[config.mk]
export PLATFORM = sky130hd
export DESIGN_NAME = reg_read_arbiter_flat
export DESIGN_NICKNAME = d
export VERILOG_FILES = /design/src/rtl/reg_read_arbiter_if.sv /design/src/rtl/reg_read_arbiter.sv /design/src/flat_wrapper.sv
export SDC_FILE = /design/constraint.sdc
export NUM_CORES = 1
export LEC_CHECK = 0
export CORE_UTILIZATION = 30
export CTS_BUF_LIST = sky130_fd_sc_hd__clkbuf_8
export DETAILED_ROUTE_END_ITERATION = 6
export GPL_TIMING_DRIVEN = 0
export MAX_ROUTING_LAYER = met4
export PLACE_DENSITY = 0.63
export SYNTH_ARGS = -nofsm -noshare
export SYNTH_HDL_FRONTEND = slang
export SYNTH_SLANG_ARGS = --single-unit
[constraint.sdc]
create_clock -name sys_clk -period 2.4 [get_ports sys_clk]
set_clock_uncertainty 0.1 [all_clocks]
set_input_delay 0.48 -clock sys_clk [delete_from_list [all_inputs] [get_ports sys_clk]]
set_output_delay 0.48 -clock sys_clk [all_outputs]
set_load 0.005 [all_outputs]
[src/rtl/reg_read_arbiter_if.sv]
// reg_read_arbiter_if: request/grant, mux select and read-return signals between requesters, the mux and the arbiter
interface reg_read_arbiter_if #(parameter int DATA_W = 8);
  logic [3:0] req;
  logic [7:0] req_addr;
  logic [3:0] gnt;
  logic I9;
  logic I8;
  logic [DATA_W-1:0] mux_data;
  logic [3:0] rd_valid;
  logic [DATA_W-1:0] rd_data;
  logic busy;
  modport master (output req, req_addr, mux_data, input gnt, I9, I8, rd_valid, rd_data, busy);
  modport slave (input req, req_addr, mux_data, output gnt, I9, I8, rd_valid, rd_data, busy);
endinterface

[src/rtl/reg_read_arbiter.sv]
// reg_read_arbiter: round-robin sharing of the 4:1 register mux, with a tag pipeline that routes captured data back to the requester
module reg_read_arbiter #(
  parameter int DATA_W = 8,
  parameter int MUX_LAT = 1
) (
  input logic sys_clk,
  input logic sys_rst,
  reg_read_arbiter_if.slave bus
);
  logic [1:0] ptr;
  logic [1:0] gnt_id;
  logic [1:0] pick;
  logic [1:0] idx;
  logic found;
  logic [3:0] elig;
  logic [MUX_LAT-1:0] tag_v;
  logic [1:0] tag_id [MUX_LAT];
  // the current grant is masked so a held request cannot win two cycles in a row
  always_comb begin
    elig = bus.req & ~bus.gnt;
    found = 1'b0;
    pick = ptr;
    idx = ptr;
    for (int k = 0; k < 4; k++) begin
      idx = ptr + 2'(k);
      if (!found && elig[idx]) begin
        found = 1'b1;
        pick = idx;
      end
    end
  end
  // tags enter one cycle after the grant so the tail lines up with valid mux output
  always_ff @(posedge sys_clk) begin
    if (sys_rst) begin
      bus.gnt <= 4'b0;
      gnt_id <= 2'b0;
      ptr <= 2'b0;
      {bus.I9, bus.I8} <= 2'b0;
      tag_v <= '0;
      for (int i = 0; i < MUX_LAT; i++) tag_id[i] <= 2'b0;
      bus.rd_valid <= 4'b0;
      bus.rd_data <= '0;
    end else begin
      bus.gnt <= found ? 4'b0001 << pick : 4'b0;
      if (found) begin
        gnt_id <= pick;
        ptr <= pick + 2'd1;
        {bus.I9, bus.I8} <= bus.req_addr[2*pick +: 2];
      end
      tag_v[0] <= |bus.gnt;
      tag_id[0] <= gnt_id;
      for (int i = 1; i < MUX_LAT; i++) begin
        tag_v[i] <= tag_v[i-1];
        tag_id[i] <= tag_id[i-1];
      end
      bus.rd_valid <= tag_v[MUX_LAT-1] ? 4'b0001 << tag_id[MUX_LAT-1] : 4'b0;
      if (tag_v[MUX_LAT-1]) bus.rd_data <= bus.mux_data;
    end
  end
  assign bus.busy = |tag_v || |bus.rd_valid;
endmodule

[src/flat_wrapper.sv]
// flat-port wrapper written by rule: the top's interface ports become plain ports
module reg_read_arbiter_flat 
#(
  parameter int DATA_W = 8,
  parameter int MUX_LAT = 1
)
  (sys_clk, sys_rst, bus_req, bus_req_addr, bus_mux_data, bus_gnt, bus_I9, bus_I8, bus_rd_valid, bus_rd_data, bus_busy);
  reg_read_arbiter_if #(.DATA_W(DATA_W)) bus_i ();
  input logic sys_clk;
  input logic sys_rst;
  input wire logic [$bits(bus_i.req)-1:0] bus_req;
  input wire logic [$bits(bus_i.req_addr)-1:0] bus_req_addr;
  input wire logic [$bits(bus_i.mux_data)-1:0] bus_mux_data;
  output wire logic [$bits(bus_i.gnt)-1:0] bus_gnt;
  output wire logic [$bits(bus_i.I9)-1:0] bus_I9;
  output wire logic [$bits(bus_i.I8)-1:0] bus_I8;
  output wire logic [$bits(bus_i.rd_valid)-1:0] bus_rd_valid;
  output wire logic [$bits(bus_i.rd_data)-1:0] bus_rd_data;
  output wire logic [$bits(bus_i.busy)-1:0] bus_busy;
  assign bus_i.req = bus_req;
  assign bus_i.req_addr = bus_req_addr;
  assign bus_i.mux_data = bus_mux_data;
  assign bus_gnt = bus_i.gnt;
  assign bus_I9 = bus_i.I9;
  assign bus_I8 = bus_i.I8;
  assign bus_rd_valid = bus_i.rd_valid;
  assign bus_rd_data = bus_i.rd_data;
  assign bus_busy = bus_i.busy;
  reg_read_arbiter #(.DATA_W(DATA_W), .MUX_LAT(MUX_LAT)) u_core (.sys_clk(sys_clk), .sys_rst(sys_rst), .bus(bus_i));
endmodule
Word-level counts from Yosys, hierarchy flattened:

Memory sizes are Yosys's and may differ from the RTL's.
Index checks and enable logic that the tools add are counted.

* add/sub/neg operators: 4
* muxes and demuxes: 20
* order comparisons: 4
* shifts and indexed selects: 3
* bitwise logic cells: 4
* reduce and logical (&&, ||, !) cells: 12

Operators by type and width (number)
* $lt A2 B3 Y1 const B: 4
* $mux W1: 12
* $bmux W1 S2: 4
* $mux W2: 4
* $reduce_or A4 Y1: 2
* $shiftx A8 B4 Y2: 1
* $shl A1 B2 Y4 const A: 2
* $reduce_or A2 Y1: 3
* $add A2 B1 Y2 const B: 2
* $add A2 B2 Y2 const B: 2
* $and A4 B4 Y4: 1
* $not A4 Y4: 1
* $logic_and A1 B1 Y1: 3
* $logic_not A1 Y1: 3
* $not A1 Y1: 2
* $logic_or A1 B1 Y1: 1

* memories kept: 1
* flip-flop bits (word level): 23
* logic and storage cells: 56
* output and inout bits: 19
* RAM bits: 2

Memories
* u_core.tag_id: words 1, bits a word 2, rd ports 1, clocked after Yosys merged registers in 0, wr ports 1, line reg_read_arbiter.sv:17 `logic [1:0] tag_id [MUX_LAT];`

Longest topological paths before layout:

* depth after elaboration: 16
* depth in mapped cells: 7
* mapped depth without buffers: 6

Least setup slack after synthesis:

Ideal clock, no wire load.

* kind: in2reg
* start point: input port bus_req[1]
* end point: register u_core.bus.I9
* cell stages on the path: 7
* path slack: 0.563 ns
* data required time: 2.167 ns
* arrival time: 1.604 ns
* cell sequence: nor2b_1 > or3_4 > o31ai_1 > or2_1 > buf_6 > mux2i_1 > o221ai_1

* longest elaborated chain between the ends: 14

RTL lines
* start, declared: line flat_wrapper.sv:11 `input wire logic [$bits(bus_i.req)-1:0] bus_req;`
* $and A4 B4 Y4 (*): line reg_read_arbiter.sv:20 `elig = bus.req & ~bus.gnt;`
* $bmux W1 S2: line reg_read_arbiter.sv:26 `if (!found && elig[idx]) begin`
* $mux W1 (not written as such): line reg_read_arbiter.sv:26
* $mux W1: line reg_read_arbiter.sv:26
* $logic_not A1 Y1: line reg_read_arbiter.sv:26
* $logic_and A1 B1 Y1: line reg_read_arbiter.sv:26
* $mux W1: line reg_read_arbiter.sv:26
* $logic_not A1 Y1: line reg_read_arbiter.sv:26
* $logic_and A1 B1 Y1: line reg_read_arbiter.sv:26
* $mux W1: line reg_read_arbiter.sv:26
* $logic_not A1 Y1: line reg_read_arbiter.sv:26
* $logic_and A1 B1 Y1: line reg_read_arbiter.sv:26
* $mux W2: line reg_read_arbiter.sv:26
* $shiftx A8 B4 Y2: line reg_read_arbiter.sv:48 `{bus.I9, bus.I8} <= bus.req_addr[2*pick +: 2];`
* end signal, assigned: line reg_read_arbiter.sv:48
* end, declared: line reg_read_arbiter_if.sv:13 `modport slave (input req, req_addr, mux_data, output gnt, I9, I8, rd_valid, rd_data, busy);`

Mark *: on every way between the ends. The rest lies on a longest branch, timed or not. The select of a mux whose other input is x is not followed.
A chain may end at the register's enable or synchronous reset.

Final worst setup path:

* start point: input port bus_req[0]
* end point: register u_core.bus.I9

Same word-level chain as after synthesis.

==> results.ini <==
[logic_synthesis]
synth.distinct_cells = 40
synth_fa_ha_area_share_pct = 0
yosys.area.top_type = dfxtp_1
yosys_warnings = 0
synth-seq-cells = 25
yosys.area_share.simple_pct = 27.19
synth_top_family_by_area = simple AND/OR/NAND/NOR gates
syn_area_sq_um = 1086
synth_area_leaders = dfxtp_1, mux2i_1, nor2_1
avgSynthCellArea_sq_um = 10.34
synth-async-reset-ratio_pct = 0
synth_nets = 127
synthXorXnorAreaFrac_pct = 0.8065
synthCells = 105
synth-compound-area-share_pct = 12.79
synth_top_area_share_pct = 46.08
synth_seq_area_share_pct = 46.08
synth_edf_count = 0
synth_flop_cell = dfxtp_1
synthMuxAreaShare_pct = 10.14

[grt]
grt_pass1_vias = 934
grt_pass1_wl_mm = 4.195
grt_max_degree = 16
antenna_found_initial = 0
grt-ovfl-total = 0
grt_usage_pct = 13.81

[timing]
fmax_mhz = 455.2
finalCritPeriodShare_pct = 91.53
finalMaxSlewViolations = 0
rsz0062_at_grt = false
hold_viol = 0
relSlewSlack_pct = 70.25
timing.final.ws_setup_ns = 0.2034
setup_viol = 0
tightest_slew_ns = 0.4462
period_needed_ns = 2.197
setup_tns_ns = 0

[finish]
layout_commonest_cell = clkdlybuf4s50_1
drive_gt1_share_pct = 12.08
final_cell_mix = clkdlybuf4s50_1, dfxtp_1, nor2_1
num_antenna_cells = 0
final_nets = 172
fill_cells = 330
syn_to_final_growth_pct = 46.77
fin_area_sq_um = 1594

[floorplan]
core_sq_um = 3390
num_rows = 21
dieArea_sq_um = 3864
die_w_microns = 62.17
start_util_pct = 32.04
io_pins = 41
fp.dieH_microns = 62.17

[route]
drtAntennaViolNets = 0
via_count = 918
dr.pass1.iters = 4
drtIter0Drc = 23
wire_per_inst_microns = 12.33
wl_met3_microns = 61
met1Wirelength_mm = 1.162
viasPerCell = 4.708
met2_length_mm = 1.161
routed_wl_mm = 2.405
top_layer_used = met4
drc = 0

[worst_setup_path]
worstSetupStartpointType = input pin
crit_fanout = 6
cp.arrival_ns = 2.24
slowest_delay_ns = 0.50
cp_top_family = buffers and inverters
cpMaxStageDelayCell = clkdlybuf4s50_1
path_buf_inv = 2
crit_chain = clkdlybuf4s50_1 > nand2b_4 > and2_2 > o31ai_1 > or2_1 > buf_6 > mux2i_1 > o221ai_1
required_ns = 2.45
worstSetupPathType = input pin to flop
endpoint_kind = flop

[min_path]
hold_path.class = flop to flop

[placed_design]
io_buffers = 40
dp_slack_ns = -0.08125
gp_congestion = 0.7445
place_area_sq_um = 1544
place_hpwl_mm = 1.898

[status]
status = complete, no violations

[power_and_ir_drop]
sw_frac_of_total_pct = 32.68
p_comb_share_pct = 43.5
ir_drop_mv = 0.3397
switchingPower_uw = 490.7
pwr-share-clk_pct = 17.1
seqPwrFrac_pct = 39.4
p_int_mw = 1.011
power_leakage_nw = 0.5991
power-per-cell-area_nw_per_um2 = 942.1

[cts]
clock_latency_ns = 0.27
clk_path_buf_depth = 2
post-cts-setup-buffers = 0
cts-root-buf = clkbuf_8
cts_tree = yes
clock-sinks = 25
cts_max_level = 1
clk_pin_slew_worst_paths_ns = 0.09
cts_made_buffers = 3

[flow_run]
maxCapViolations = 0

==> state kept, by name (all words and copies together), names as in the netlist <==
register             cells
u_core.bus.I8            1
u_core.bus.gnt           4
u_core.bus.I9            1
u_core.tag_v             1
u_core.ptr               2
u_core.tag_id            2
u_core.gnt_id            2
u_core.bus.rd_valid      4
u_core.bus.rd_data       8
==> repair_timing <==
action / in CTS / in global routing
endpoints found under the setup margin: 1 / 0
hold buffers: 0 / 0
resized for setup: 1 / 0
endpoints found under the hold margin: 0 / 0
==> power by group through the flow <==
stage	clock network [mW]	logic, mW	registers [mW]
global placement	0	0.645	0.593
CTS	0.260	0.662	0.589
detailed placement	0	0.655	0.599
finish	0.257	0.653	0.591
floorplan	0	0.404	0.588
global route	0.280	0.711	0.609
==> worst min-delay path, stage by stage, from the launching register on <==
cell and delay [ns]:
dfxtp_1 0.32, nand2_1 0.05, a21oi_1 0.05
==> synth_stat cells (2+ instances only) <==
| cell | n |
|---|---|
| and3_2 | 3 |
| nand3b_1 | 2 |
| nor2b_1 | 4 |
| mux2i_1 | 11 |
| nor2_1 | 16 |
| a211oi_1 | 2 |
| nand2_1 | 6 |
| nand2b_4 | 2 |
| nand3_1 | 2 |
| dfxtp_1 | 25 |
| nand2b_1 | 2 |
| nor4bb_1 | 2 |
==> routing by layer <==
metal / GRT usage, % / vias to the layer above
met2: 23.63 / 18
met1: 16.76 / 433
met4: 3.488 / 0
met3: 2.390 / 2
met5: - / -
li1: - / 465
==> path summary, 6_finish.rpt <==
path / start / to / slack (ns) / cells past startpoint
worst max-delay path: bus_req[0] / u_core.bus.I9 / 0.20 / 8
worst min-delay path: u_core.gnt_id[0] / u_core.gnt_id[0] / 0.36 / 2
worst max register to register: u_core.bus.gnt[0] / u_core.bus.I9 / 0.49 / 7
worst min register to register: u_core.gnt_id[0] / u_core.gnt_id[0] / 0.36 / 2
==> layout make-up <==
cell class,count,area (sq um),area share (%)
clock buffers,3,41.29,2.590
well taps,46,57.56,3.611
flip-flops and latches,25,500.5,31.40
repair buffers,40,400.4,25.12
clock inverters,1,7.507,0.4710
multi-input cells,76,553.0,34.69
plain buffers,4,33.78,2.119
==> cell families after synthesis <==
logic type,count (synthesis)
AO/OA/AOI/OAI,15
XOR/XNOR,1
buffers and inverters,4
flip-flops,25
multiplexers,11
AND/OR/NAND/NOR,49
==> metrics by stage <==
step / utilization [%] / power (mW) / cells / hold slack, ns
floorplan: - / 0.9929 / 105 / 0.3274
global placement: 45.55 / 1.238 / 191 / 0.3426
detailed placement: 45.55 / 1.254 / 191 / 0.3448
CTS: 47.03 / 1.511 / 195 / 0.3573
global route: 47.03 / 1.600 / 195 / 0.3857
finish: 47.03 / 1.502 / 195 / 0.3612
No activity file was read; power rests on OpenSTA's default activity.
